===== config.mk =====
export PLATFORM = sky130hd
export DESIGN_NAME = digit_serial_adder
export DESIGN_NICKNAME = d
export VERILOG_FILES = /design/src/rtl/digit_serial_adder.sv
export SDC_FILE = /design/constraint.sdc
export NUM_CORES = 1
export LEC_CHECK = 0
export CORE_MARGIN = 2
export CORE_UTILIZATION = 60
export CTS_BUF_LIST = sky130_fd_sc_hd__clkbuf_4
export DETAILED_ROUTE_END_ITERATION = 6
export PLACE_DENSITY = 0.87
export SETUP_SLACK_MARGIN = 0.02
export SYNTH_ARGS = -nofsm -noshare
export SYNTH_HDL_FRONTEND = slang
export SYNTH_SLANG_ARGS = --single-unit
export TNS_END_PERCENT = 100

===== constraint.sdc =====
create_clock -name clk -period 4.7 [get_ports clk]
set_clock_uncertainty 0.1 [all_clocks]
set_input_delay 0.47 -clock clk [delete_from_list [all_inputs] [get_ports clk]]
set_output_delay 0.47 -clock clk [all_outputs]
set_load 0.01 [all_outputs]

===== src/rtl/digit_serial_adder.sv =====
// rtl/digit_serial_adder.sv - digit-serial add/subtract, DIGIT bits per cycle, LSB digit first
module digit_serial_adder #(
    parameter int WIDTH = 16,
    parameter int DIGIT = 2
) (
    input  logic             clk,
    input  logic             rst_n,
    input  logic             start,
    input  logic [WIDTH-1:0] a,
    input  logic [WIDTH-1:0] b,
    input  logic             c_in,
    input  logic             sub,
    output logic             ready,
    output logic             done,
    output logic [WIDTH-1:0] sum,
    output logic             c_out,
    output logic             overflow
);

    localparam int N  = WIDTH / DIGIT;
    localparam int CW = (N > 1) ? $clog2(N) : 1;
    localparam int IW = $clog2(WIDTH) + 1;

    localparam logic [1:0] S_IDLE = 2'd0;
    localparam logic [1:0] S_RUN  = 2'd1;
    localparam logic [1:0] S_DONE = 2'd2;

    logic [1:0]       state;
    logic [WIDTH-1:0] wa;
    logic [WIDTH-1:0] wb;
    logic [WIDTH-1:0] ws;
    logic             carry;
    logic [CW-1:0]    cnt;

    logic [IW-1:0]    base;
    logic [DIGIT-1:0] a_dig;
    logic [DIGIT-1:0] b_dig;
    logic [DIGIT-1:0] s_dig;
    logic             c_slice;
    logic             c_msb_in;
    logic             last;
    logic [WIDTH-1:0] ws_next;

    // One shared DIGIT-bit ripple slice; the working sum is patched at the current digit.
    always_comb begin
        base              = IW'(cnt) * IW'(DIGIT);
        a_dig             = wa[base +: DIGIT];
        b_dig             = wb[base +: DIGIT];
        {c_slice, s_dig}  = {1'b0, a_dig} + {1'b0, b_dig} + (DIGIT + 1)'(carry);
        c_msb_in          = a_dig[DIGIT-1] ^ b_dig[DIGIT-1] ^ s_dig[DIGIT-1];
        last              = (cnt == CW'(N - 1));
        ws_next           = ws;
        ws_next[base +: DIGIT] = s_dig;
    end

    assign ready = (state == S_IDLE);
    assign done  = (state == S_DONE);

    always_ff @(posedge clk or negedge rst_n) begin
        if (!rst_n) begin
            state    <= S_IDLE;
            wa       <= '0;
            wb       <= '0;
            ws       <= '0;
            carry    <= 1'b0;
            cnt      <= '0;
            sum      <= '0;
            c_out    <= 1'b0;
            overflow <= 1'b0;
        end else begin
            case (state)
                S_IDLE: begin
                    if (start) begin
                        // Subtraction is A + ~B + ~borrow_in.
                        wa    <= a;
                        wb    <= sub ? ~b : b;
                        carry <= c_in ^ sub;
                        ws    <= '0;
                        cnt   <= '0;
                        state <= S_RUN;
                    end
                end
                S_RUN: begin
                    ws    <= ws_next;
                    carry <= c_slice;
                    cnt   <= cnt + 1'b1;
                    if (last) begin
                        sum      <= ws_next;
                        c_out    <= c_slice;
                        overflow <= c_msb_in ^ c_slice;
                        state    <= S_DONE;
                    end
                end
                S_DONE:  state <= S_IDLE;
                default: state <= S_IDLE;
            endcase
        end
    end

endmodule


==> results.py <==
metrics = {
    "status": {
        "status": "completed",
    },
    "final_layout": {
        "nets": 478,
        "fin_cells": 511,
        "nFillCells": 416,
        "multiInputGateArea_sq_um": 1790,
        "n_antenna_cell": 0,
        "syn_to_final_growth_pct": 19.6,
        "regArea_sq_um": 1800,
        "post_route_cells_drive_above_1_share": 0.0803,
        "utilization": 0.747,
    },
    "grt": {
        "grt_pass1_vias": 2902,
        "top_usage_layer": "met2",
        "track_usage": 0.235,
        "overflow": 0,
        "grt_max_degree": 73,
        "grtUsageMet3": 0.0427,
        "gr-usage-met1": 0.284,
        "use_met2": 0.406,
        "grt_pass1_wl_mm": 13.1,
        "antenna_found_initial": 0,
    },
    "floorplanning": {
        "die_area_sq_um": 6880,
        "dieWidth_um": 83.0,
        "start_util": 0.625,
        "core_sq_um": 5990,
        "io_pins": 57,
        "rows": 28,
        "die_h_um": 83.0,
    },
    "logic_synthesis": {
        "ys_ff_latch": 72,
        "synth_flop_cell": "dfrtp_1",
        "avgSynthCellArea_sq_um": 9.67,
        "yosysWarnings": 0,
        "synthDistinctLibCells": 49,
        "syn_area_sq_um": 3740,
        "synthArstFlopShare": 1.00,
        "synth_edf_count": 0,
        "ys_seq_area_frac": 0.481,
        "synth_nets": 434,
        "synth_cells": 387,
    },
    "setup_path": {
        "r2r_setup_slack_ns": 1.22,
        "r2r-end": "ws[13]",
        "timing.critical_path.to_type": "flip-flop",
        "r2r_start": "cnt[0]",
        "cp.arrival_ns": 3.72,
        "path_class": "flip-flop to flip-flop",
        "startpoint": "cnt[0]",
        "start_kind": "flip-flop",
        "reg2reg_depth": 9,
        "cp.required_ns": 4.94,
        "crit_fanout": 12,
    },
    "clocking": {
        "numCtsBuffers": 9,
        "holdBufCountCts": 0,
        "root_buffer": "clkbuf_4",
        "ctsHtreeMaxLevel": 3,
        "clock-sinks": 72,
        "clkLatencyLatePin_ns": 0.43,
        "cts_resized": 0,
        "clock_path_buffers": 2,
        "cts_tree": "yes",
        "postCtsSetupBuffers": 0,
        "clk_pin_slew_ns": 0.12,
    },
    "timing": {
        "setup_violations": 0,
        "finalCritPeriodShare": 0.740,
        "fin_tns_setup_ns": 0,
        "rsz0062_at_grt": "no",
        "period_minus_slack_ns": 3.48,
        "worst_pin_slew_ns": 1.25,
        "finalHoldViolCount": 0,
        "max_freq_ghz": 0.288,
        "slew_headroom": 0.159,
        "slew_violations": 0,
    },
    "power_and_ir_drop": {
        "p_per_area_nw_per_um2": 726,
        "peakVddDrop_uv": 473,
        "p_total_w": 0.00325,
        "leakage_nw": 1.96,
    },
    "drt": {
        "dr.pass1.iters": 5,
        "first_iter_violations": 215,
        "num_vias": 3045,
        "drc": 0,
        "ant_nets": 0,
        "routedWlPerCell_um": 15.4,
        "routed_wl_mm": 7.89,
        "vias_per_cell": 5.96,
    },
    "placed_design": {
        "placed_cells": 495,
        "port_buffers": 56,
        "gp_congestion": 0.904,
        "dpl.hpwl_mm": 5.56,
    },
    "flow_run": {
        "drv_cap": 0,
    },
    "min_path": {
        "hold_path.class": "primary input to asynchronous set/reset pin",
    },
}
where the power goes:
part	switching [W]	leakage [nW]	internal (W)	total, W
clock	0.000220	0.0910	0.000265	0.000485
sequential	0.000220	0.924	0.000889	0.00111
combinational	0.000946	0.942	0.000708	0.00165
cell type report:
| class | instances | area share |
|---|---|---|
| sequential | 72 | 0.403 |
| tap | 75 | 0.0210 |
| clock buffer | 9 | 0.0151 |
| inverter | 7 | 0.00587 |
| clock inverter | 7 | 0.0246 |
| multi-input combinational | 281 | 0.400 |
| timing repair buffer | 60 | 0.131 |
logic make-up after synthesis:
| logic type | Yosys count | share of synthesized area |
|---|---|---|
| AO/OA/AOI/OAI | 70 | 0.123 |
| XOR/XNOR | 19 | 0.0445 |
| adder cells (fa/ha/maj) | 10 | 0.0374 |
| buffers and inverters | 34 | 0.0418 |
| flip-flops | 72 | 0.481 |
| multiplexers | 12 | 0.0595 |
| AND/OR/NAND/NOR | 170 | 0.212 |
sequential cells by signal, indices dropped and copies added (netlist names):
register and flops:
sum 16, wa 16, overflow 1, cnt 3, c_out 1, wb 16
ws 16, carry 1, state 2
per-stage QoR:
| step | area, sq um | setup slack [ns] | hold WS (ns) |
|---|---|---|---|
| 5_1_grt | 4470 | 0.912 | 0.225 |
| 2_1_floorplan | 3740 | 1.67 | 0.0744 |
| 4_1_cts | 4470 | 1.19 | 0.155 |
| 6_report | 4470 | 1.22 | 0.128 |
| 3_5_place_dp | 4300 | 1.21 | 0.365 |
| 3_3_place_gp | 4300 | 1.27 | 0.357 |
critical path, stage by stage, from the launching register on:
cell	delay, ns
dfrtp_1	0.72
mux4_2	0.58
nand2_1	0.08
nand2_1	0.07
fa_1	0.39
inv_1	0.08
fa_1	0.43
nor3b_1	0.54
nand4_1	0.21
o22ai_1	0.19
synth_stat cells, types with 3 or more instances:
cell / count / area, sq um
o311ai_0: 5 / 43.8
nor2_1: 10 / 37.5
nor3b_1: 3 / 22.5
a32o_1: 4 / 40.0
mux4_2: 8 / 180
o211ai_1: 8 / 60.1
inv_1: 7 / 26.3
o22ai_1: 5 / 31.3
clkbuf_1: 13 / 48.8
o21ai_0: 29 / 145
ha_1: 8 / 100
nand4_1: 7 / 43.8
dfrtp_1: 72 / 1800
nand2_1: 107 / 402
or3_1: 4 / 25.0
nand3_1: 12 / 60.1
a31oi_1: 6 / 37.5
and2_1: 3 / 18.8
xnor2_1: 19 / 166
nor2b_1: 4 / 25.0
nand2b_1: 5 / 31.3
buf_2: 11 / 55.1
cell usage in the layout (no fill, tap or decap), types with 3 or more instances in the layout:
cell type	synthesis	layout
xnor2_1	19	19
or3_1	4	4
o211ai_1	8	8
a32o_1	4	4
nand2b_1	5	5
clkbuf_4	0	9
o22ai_1	5	5
nor2b_1	4	4
bufinv_16	0	3
dfrtp_1	72	72
o21ai_0	29	29
buf_4	2	4
mux4_2	8	8
nand4_1	7	7
clkdlybuf4s50_1	0	55
inv_1	7	7
nor2_1	10	10
a31oi_1	6	6
ha_1	8	8
nand2_1	107	107
and2_1	3	3
o311ai_0	5	5
nand3_1	12	12
metal layers:
metal	part of all wire	wire length, um
met3	0.071	559
met2	0.50	3930
met5	0	0
met4	0.027	211
met1	0.40	3190
worst max-delay path by stage:
stage                     endpoint  slack (ns)
after global routing        ws[13]        0.91
final                       ws[13]        1.22
after CTS                   ws[13]        1.19
after global placement      ws[13]        1.27
after floorplan             ws[13]        1.67
after detailed placement    ws[13]        1.21
Note: power is estimated with default switching activity, not from simulation.
